$ cat src/rtl/xmr_pipe_pkg.sv
// rtl/xmr_pipe_pkg.sv - shared types and constants for the XMR skid retiming chain
package xmr_pipe_pkg;

   typedef enum logic [1:0] {SKID_EMPTY, SKID_BUSY, SKID_FULL} skid_state_t;

   localparam int XMR_STALL_CNT_W = 16;

   // Number of beats a single skid stage holds in a given state.
   function automatic logic [1:0] skid_beats(input skid_state_t s);
      case (s)
         SKID_BUSY: return 2'd1;
         SKID_FULL: return 2'd2;
         default:   return 2'd0;
      endcase
   endfunction

endpackage

$ cat src/rtl/xmr_skid_stage.sv
// rtl/xmr_skid_stage.sv - one 2-entry skid stage; in_ready comes straight from a flop
module xmr_skid_stage
   import xmr_pipe_pkg::*;
#(
   parameter int                DATA_W    = 8,
   parameter logic [DATA_W-1:0] RESET_VAL = '0
) (
   input  logic              clk,
   input  logic              rst_n,
   input  logic              in_valid,
   input  logic [DATA_W-1:0] in_data,
   output logic              in_ready,
   output logic              out_valid,
   output logic [DATA_W-1:0] out_data,
   input  logic              out_ready
`ifdef XMR_PIPE_STATS_EN
   ,
   output logic [1:0]        beats
`endif
);

   skid_state_t       r_state;
   logic [DATA_W-1:0] r_main;
   logic [DATA_W-1:0] r_skid;
   logic              r_in_ready;
   logic              r_out_valid;
   logic              w_in_fire;
   logic              w_out_fire;

   assign w_in_fire  = in_valid && r_in_ready;
   assign w_out_fire = r_out_valid && out_ready;

   // in_ready/out_valid are updated together with the state so both are pure flops.
   always_ff @(posedge clk or negedge rst_n) begin
      if (!rst_n) begin
         r_state     <= SKID_EMPTY;
         r_main      <= RESET_VAL;
         r_skid      <= RESET_VAL;
         r_in_ready  <= 1'b1;
         r_out_valid <= 1'b0;
      end else begin
         case (r_state)
            SKID_EMPTY: begin
               if (w_in_fire) begin
                  r_main      <= in_data;
                  r_state     <= SKID_BUSY;
                  r_out_valid <= 1'b1;
               end
            end
            SKID_BUSY: begin
               if (w_in_fire && !w_out_fire) begin
                  r_skid     <= in_data;
                  r_state    <= SKID_FULL;
                  r_in_ready <= 1'b0;
               end else if (w_in_fire && w_out_fire) begin
                  r_main <= in_data;
               end else if (w_out_fire) begin
                  r_state     <= SKID_EMPTY;
                  r_out_valid <= 1'b0;
               end
            end
            SKID_FULL: begin
               if (w_out_fire) begin
                  r_main     <= r_skid;
                  r_state    <= SKID_BUSY;
                  r_in_ready <= 1'b1;
               end
            end
            default: begin
               r_state     <= SKID_EMPTY;
               r_in_ready  <= 1'b1;
               r_out_valid <= 1'b0;
            end
         endcase
      end
   end

   assign in_ready  = r_in_ready;
   assign out_valid = r_out_valid;
   assign out_data  = r_main;

`ifdef XMR_PIPE_STATS_EN
   assign beats = skid_beats(r_state);
`endif

endmodule

$ cat src/rtl/xmr_skid_pipe.sv
// rtl/xmr_skid_pipe.sv - elastic chain of STAGES skid stages for XMR-punched signals
// Optional stall/occupancy statistics are built when XMR_PIPE_STATS_EN is defined.
module xmr_skid_pipe
   import xmr_pipe_pkg::*;
#(
   parameter int                DATA_W    = 8,
   parameter int                STAGES    = 2,
   parameter logic [DATA_W-1:0] RESET_VAL = '0
) (
   input  logic                       clk,
   input  logic                       rst_n,
   input  logic                       in_valid,
   input  logic [DATA_W-1:0]          in_data,
   output logic                       in_ready,
   output logic                       out_valid,
   output logic [DATA_W-1:0]          out_data,
   input  logic                       out_ready
`ifdef XMR_PIPE_STATS_EN
   ,
   output logic [XMR_STALL_CNT_W-1:0] stall_cnt,
   output logic [$clog2(2*STAGES+1)-1:0] occupancy
`endif
);

   logic              w_valid [0:STAGES];
   logic [DATA_W-1:0] w_data  [0:STAGES];
   logic              w_ready [0:STAGES];
`ifdef XMR_PIPE_STATS_EN
   logic [1:0]        w_beats [0:STAGES-1];
`endif

   assign w_valid[0]      = in_valid;
   assign w_data[0]       = in_data;
   assign in_ready        = w_ready[0];
   assign out_valid       = w_valid[STAGES];
   assign out_data        = w_data[STAGES];
   assign w_ready[STAGES] = out_ready;

   for (genvar k = 0; k < STAGES; k++) begin : g_stage
      xmr_skid_stage #(
         .DATA_W    (DATA_W),
         .RESET_VAL (RESET_VAL)
      ) u_stage (
         .clk       (clk),
         .rst_n     (rst_n),
         .in_valid  (w_valid[k]),
         .in_data   (w_data[k]),
         .in_ready  (w_ready[k]),
         .out_valid (w_valid[k+1]),
         .out_data  (w_data[k+1]),
         .out_ready (w_ready[k+1])
`ifdef XMR_PIPE_STATS_EN
         ,
         .beats     (w_beats[k])
`endif
      );
   end

`ifdef XMR_PIPE_STATS_EN
   localparam int OCC_W = $clog2(2*STAGES+1);

   logic [XMR_STALL_CNT_W-1:0] r_stall_cnt;
   logic [OCC_W-1:0]           w_occ;

   always_ff @(posedge clk or negedge rst_n) begin
      if (!rst_n) begin
         r_stall_cnt <= '0;
      end else if (w_valid[STAGES] && !out_ready && (r_stall_cnt != {XMR_STALL_CNT_W{1'b1}})) begin
         r_stall_cnt <= r_stall_cnt + 1'b1;
      end
   end

   always_comb begin
      w_occ = '0;
      for (int k = 0; k < STAGES; k++) begin
         w_occ = w_occ + OCC_W'(w_beats[k]);
      end
   end

   assign stall_cnt = r_stall_cnt;
   assign occupancy = w_occ;
`endif

endmodule
$ cat config.mk
export PLATFORM = sky130hd
export DESIGN_NAME = xmr_skid_pipe
export DESIGN_NICKNAME = d
export VERILOG_FILES = /design/src/rtl/xmr_pipe_pkg.sv /design/src/rtl/xmr_skid_stage.sv /design/src/rtl/xmr_skid_pipe.sv
export SDC_FILE = /design/constraint.sdc
export NUM_CORES = 1
export LEC_CHECK = 0
export ABC_AREA = 1
export BUFFER_PORTS_ARGS = -buffer_cell sky130_fd_sc_hd__buf_2
export CAP_MARGIN = 15
export CORE_MARGIN = 10
export CORE_UTILIZATION = 50
export CTS_BUF_LIST = sky130_fd_sc_hd__clkbuf_8
export DETAILED_ROUTE_END_ITERATION = 10
export PLACE_DENSITY = 0.81
export SLEW_MARGIN = 20
export SYNTH_ARGS = -nofsm -noshare
export SYNTH_HDL_FRONTEND = slang
export SYNTH_HIERARCHICAL = 1
export SYNTH_SLANG_ARGS = --single-unit
$ cat constraint.sdc
create_clock -name clk -period 1.35 [get_ports clk]
set_clock_uncertainty 0.15 [all_clocks]
set_input_delay 0.27 -clock clk [delete_from_list [all_inputs] [get_ports clk]]
set_output_delay 0.27 -clock clk [all_outputs]
set_load 0.01 [all_outputs]
Word-level counts from Yosys, hierarchy flattened. Index checks and enable logic that the tools add are counted.

Add/subtract/negate cells: 0. $mul: 0. Divide/modulo/power cells: 0. $lt $le $gt $ge: 0. Equal/unequal tests: 22. Shift operators: 0. Multiplexer cells: 36. Bitwise logic cells: 4. Reductions and logical operators: 23.

Operator list (number): 8-bit 2-to-1 mux (8); 8-bit one-hot mux with 3 select lines (2); 5-bit AND reduction (4); 2-bit 2-to-1 mux (9); 2-bit by 1-bit inequality test with 1-bit output (second input constant) (9); 1-bit one-hot mux with 3 select lines (4); 2-bit one-hot mux with 3 select lines (2); 1-bit 2-to-1 mux (11); 2-bit inequality test (second input constant) (5); 4-bit AND reduction (2); 1-bit logical AND (7); 3-bit by 1-bit inequality test with 1-bit output (second input constant) (2); 3-bit by 2-bit inequality test with 1-bit output (second input constant) (2); 3-bit AND reduction (2); 3-bit nonzero test (2); 2-bit by 1-bit equality test with 1-bit output (second input constant) (2); 2-bit equality test (second input constant) (2); 2-bit logical NOT (2); 1-bit NOT (4); 2-bit AND reduction (2); 1-bit logical NOT (2).

Register bits after elaboration: 40. Latch bits: 0. Bits in writable memories: 0. Bits in read-only memories: 0. Input port bits: 12. Memories kept: 0.

Depth between registers and ports, before layout.
Depth after elaboration: 5. Mapped depth: 8. Depth with buffers taken out: 7.

Modules after synthesis. The synthesis kept the hierarchy.

Modules (own cells, without submodules): xmr_skid_stage (instances 2, cells each 124, area an instance 977.2 um^2).

Worst setup path after synthesis. No wires, ideal clock.

Kind: register to register. Start: register g_stage[0].u_stage.r_in_ready. End: register g_stage[0].u_stage.r_main[0]. Setup time: 118 ps. Data arrival time: 1134 ps. Required time: 1082 ps. Setup slack: -52 ps. Cell stages (with the launch flop): 6. Clock period less this slack: 1402 ps. Cells stage by stage: dfstp_2 -> nand2_1 -> o21ai_4 -> nand2_4 -> nand2_1 -> nand2_1.

Cells in the longest elaborated chain, start to end: 4. Elaborated cells on any way between the ends: 7. Classes of those cells: eq/ne (3); reduce/logical (4).

Ends and longest elaborated chain: start: declaration (line xmr_skid_stage.sv:25) `logic r_in_ready;`; start signal: assignment (line xmr_skid_stage.sv:39) `r_in_ready <= 1'b1;`; start signal: assignment (line xmr_skid_stage.sv:54) `r_in_ready <= 1'b0;`; start signal: assignment (line xmr_skid_stage.sv:66) `r_in_ready <= 1'b1;`; 1-bit logical AND (*) (line xmr_skid_stage.sv:30) `assign w_in_fire = in_valid && r_in_ready;`; 1-bit logical AND, on equally long branches (line xmr_skid_stage.sv:55, xmr_skid_stage.sv:51); 2-bit by 1-bit inequality test with 1-bit output (no source line) / 2-bit inequality test (equally long branches); 5-bit AND reduction (no source line) (*); end signal: assignment (line xmr_skid_stage.sv:45) `r_main <= in_data;`; end signal: assignment (line xmr_skid_stage.sv:56) `r_main <= in_data;`; end signal: assignment (line xmr_skid_stage.sv:64) `r_main <= r_skid;`; end: declaration (line xmr_skid_stage.sv:23) `logic [DATA_W-1:0] r_main;`.

Mark *: on every way between the ends. The rest lies on a longest branch, timed or not. A chain may end at the register's enable or synchronous reset.

Worst setup path in the final report.
Start: register g_stage[1].u_stage.r_in_ready. End: register g_stage[1].u_stage.r_main[7].

Cells in the longest elaborated chain, start to end: 4. Elaborated cells on any way between the ends: 7. Classes of those cells: eq/ne (3); reduce/logical (4).

Ends and longest elaborated chain (line): start: declaration (xmr_skid_stage.sv:25); start signal: assignment (xmr_skid_stage.sv:39); start signal: assignment (xmr_skid_stage.sv:54); start signal: assignment (xmr_skid_stage.sv:66); 1-bit logical AND (*) (xmr_skid_stage.sv:30); 1-bit logical AND, on equally long branches (xmr_skid_stage.sv:51, xmr_skid_stage.sv:55); 2-bit inequality test (no source line) / 2-bit by 1-bit inequality test with 1-bit output (equally long branches); 5-bit AND reduction (no source line) (*); end signal: assignment (xmr_skid_stage.sv:45); end signal: assignment (xmr_skid_stage.sv:56); end signal: assignment (xmr_skid_stage.sv:64); end: declaration (xmr_skid_stage.sv:23).

Marked as above.

==> metrics.sh <==
STATUS='finished, violations left'
VIOLATIONS='setup timing'
CELLPOWERDENSITY_mW_PER_MM2=852.1
NNETSFINAL=306
REG2REG_SETUP_SLACK_PS=-60
WORST_HOLD_PATH.ENDPOINT='g_stage[0].u_stage/r_skid[2]'
ROWS=22
DRC=0
START_UTIL_PCT=52.59
SYNTHESIS.AREA_MM2=0.001954
SYNTHDOMINANTCELLAREASHARE_PCT=48.66
RSZ0062_AT_GRT='yes'
WORSTREG2REGSTART='g_stage[1].u_stage/in_ready'
WORST-R2R-CELL-COUNT=5
SETUP-TNS-FINAL_PS=-743.8
ANTENNA_CELLS=0
TRITONCTS='done'
GRT.TOTAL_USAGE_PCT=13.08
PLACEMENT.IO_BUFFERS=21
SYNTH_TOP_AREA_CELL='dfrtp_1'
DETAILEDROUTE.FIRSTITERATIONVIOLATIONS=142
FINALHOLDVIOLATIONS=0
PRE_CTS_SLACK_PS=-65.38
MAX_SLEW.WORST_PIN.SLEW_PS=334.2
CLK_PIN_SLEW_WORST_PATHS_PS=80
GRT_TOTAL_OVFL=0
CHIPHEIGHT_UM=82.52
DESIGN_AREA_MM2=0.002464
MAX_CAP_VIOLATIONS=0
DETAIL_ROUTED_NET_LENGTH_PER_STANDARD_CELL_UM=11.93
MAX_CLOCK_FREQ_GHz=0.7086
CELLLEAKAGEPOWER_nW=1.420
FINAL_CRITICAL_PATH_SETUP_SLACK_PS=-61.25
REG2REG_TO='g_stage[1].u_stage/out_data[7]'
SETUP_VIOL_COUNT_FINAL=17
WORST_IR_DROP_VDD_mV=0.6172
FIN_UTIL_PCT=66.30
VIAS=1677
HOLD_WC_STARTPOINT='in_data[2]'
MIN_DELAY_PATH_DEPTH=3
CLOCKROOTBUFFER='clkbuf_8'
YS_TYPES=15
FIRST_PASS_ITERS=5
NUMBER_OF_ANTENNA_VIOLATIONS_AT_THE_FIRST_CHECK_IN_GLOBAL_ROUTING=0
HOLDWS_PS=68.88
YOSYSWARNINGS=6
YOSYSSEQAREASHARE_PCT=51.34
CP_DATA_REQUIRED_TIME_PS=1390
SYNTHESIS.AREA_PER_INSTANCE_UM2=7.881
SYN_NETS=260
HTREE_LEVELS=2
FINAL_LAYOUT_SIZE_SUFFIX_GT1_SHARE_PCT=31.19
POST_SYNTH_INST_COUNT=248
YOSYS-TOP-CELLS-AREA='dfrtp_1 (49%), nand2_1 (27%), nand3_1 (9.2%)'
ROUTED_WL_MM=4.092
WORST_SLEW_MARGIN_REL_PCT=77.72
POST_DP_CELL_AREA_MM2=0.002235
SETUP.WORST_PATH.CLASS='reg2reg'
PERIOD_MINUS_SLACK_PS=1411
HOLD_PATH_CLASS='in2reg'
CLOCK_INSERTION_DELAY_WORST_SKEW_PS=290
CHIPWIDTH_UM=82.52
SYNTH_SEQ_CELLS=40
VIA_PER_INST=4.889
PLACE.DETAILED.HPWL_MM=2.874
CTS_BUFFER_DEPTH=2
SINKS_ON_THE_CLOCK_NET=40
FINALMAXSLEWVIOLATIONS=0
LAYOUT-AREA-OVERHEAD-VS-SYNTH_PCT=26.06
FINALCRITPERIODSHARE_PCT=104.5
GRT_PASS1_VIAS=1608
FINALWEIGHTEDCONGESTION=0.7706
KIND_OF_END_POINT_OF_THE_CRITICAL_PATH='register'
FLOORPLAN.DIE_AREA_MM2=0.006810
CRITPATHLAUNCHTYPE='register'
CORE_AREA_MM2=0.003716
IOPINCOUNT=22
PIN_COUNT_OF_THE_BIGGEST_NET_ENTERING_GLOBAL_ROUTING=41
CRIT_ARRIVAL_PS=1450
DETAIL_ROUTE_ANTENNA_NETS=0
CTS_MADE_BUFFERS=5
GRT_PASS1_WL_MM=6.982
CP_MAX_FO=6
-- worst max-delay path by stage --
stage                                  startpoint                             end
finish                g_stage[1].u_stage/in_ready  g_stage[1].u_stage/out_data[7]
global placement      g_stage[1].u_stage/in_ready  g_stage[1].u_stage/out_data[5]
CTS                   g_stage[0].u_stage/in_ready                        in_ready
global route        g_stage[1].u_stage/r_state[0]  g_stage[1].u_stage/out_data[6]
detailed placement    g_stage[1].u_stage/in_ready  g_stage[1].u_stage/out_data[4]
floorplan             g_stage[0].u_stage/in_ready  g_stage[0].u_stage/out_data[0]
-- where the power goes --
part / switching (mW) / internal [mW]
clock network: 0.422 / 0.408
logic: 0.0458 / 0.0262
registers: 0 / 1.20
-- synth_stat cells --
library cell	instances
nand2_4	6
nor2_4	2
nor2_2	2
buf_6	2
dfstp_2	2
o21ai_0	2
nand3_1	36
buf_2	2
o21ai_2	2
o21ai_4	2
inv_2	4
dfrtp_1	38
inv_1	6
nand2_1	140
nand2_2	2
-- worst max-delay path, stage by stage, from the launching register on --
cell and delay (ps):
dfstp_2 570, nand2_4 80, o21ai_4 240, nand2_2 130
nand2_1 90, nand2_1 40
-- per-stage QoR --
| step | power, mW | instances |
|---|---|---|
| after detailed placement | 1.289 | 328 |
| after global routing | 2.199 | 343 |
| final | 2.099 | 343 |
| after CTS | 2.126 | 341 |
| after floorplan | 1.235 | 248 |
| after global placement | 1.287 | 328 |
-- sequential cells by signal, indices dropped and copies added, names as in the netlist --
register and flops:
g_stage.u_stage/in_ready 2, g_stage.u_stage/out_data 16, g_stage.u_stage/out_valid 2, g_stage.u_stage/r_skid 16, g_stage.u_stage/r_state 4
-- final cells by class --
type                       instances  area (um^2)
clock inverter                     2        11.26
sequential                        40         1006
timing repair buffer              41        304.0
inverter                          10        40.04
tap                               48        60.06
multi-input combinational        196        959.7
fill                             329         1252
clock buffer                       6        82.58
-- repair_timing --
action,in CTS,in global routing
endpoints found under the setup margin,33,35
cloned,2,0
resized for setup,22,7
hold endpoints to repair,38,0
pin swaps,11,14
buffers inserted,2,2
hold buffers,1,0
-- cell families (layout without fill, tap and decap cells) --
logic type / Yosys count / count (layout) / share of synthesized area [%]
AO/OA/AOI/OAI: 6 / 6 / 3.073
buffers and inverters: 14 / 59 / 3.585
flip-flops: 40 / 40 / 51.34
AND/OR/NAND/NOR: 188 / 190 / 42.00
-- metal layers --
| layer | global-route usage (%) | up-vias | wire, um |
|---|---|---|---|
| met3 | 3.456 | 7 | 224 |
| met4 | 6.522 | 0 | 78 |
| met5 | 0 | - | 0 |
| met2 | 21.70 | 34 | 1953 |
| li1 | - | 873 | - |
| met1 | 15.30 | 763 | 1837 |
-- cell usage in the layout (no fill, tap or decap), drive strengths merged --
master and n:
dfstp 2, clkbuf 6, buf 40, nor2 4
o21ai 6, nand3 36, dfrtp 38, inv 11
dlygate4sd3 1, nand2 150, clkinvlp 1
Note: power is estimated with default switching activity, not from simulation.
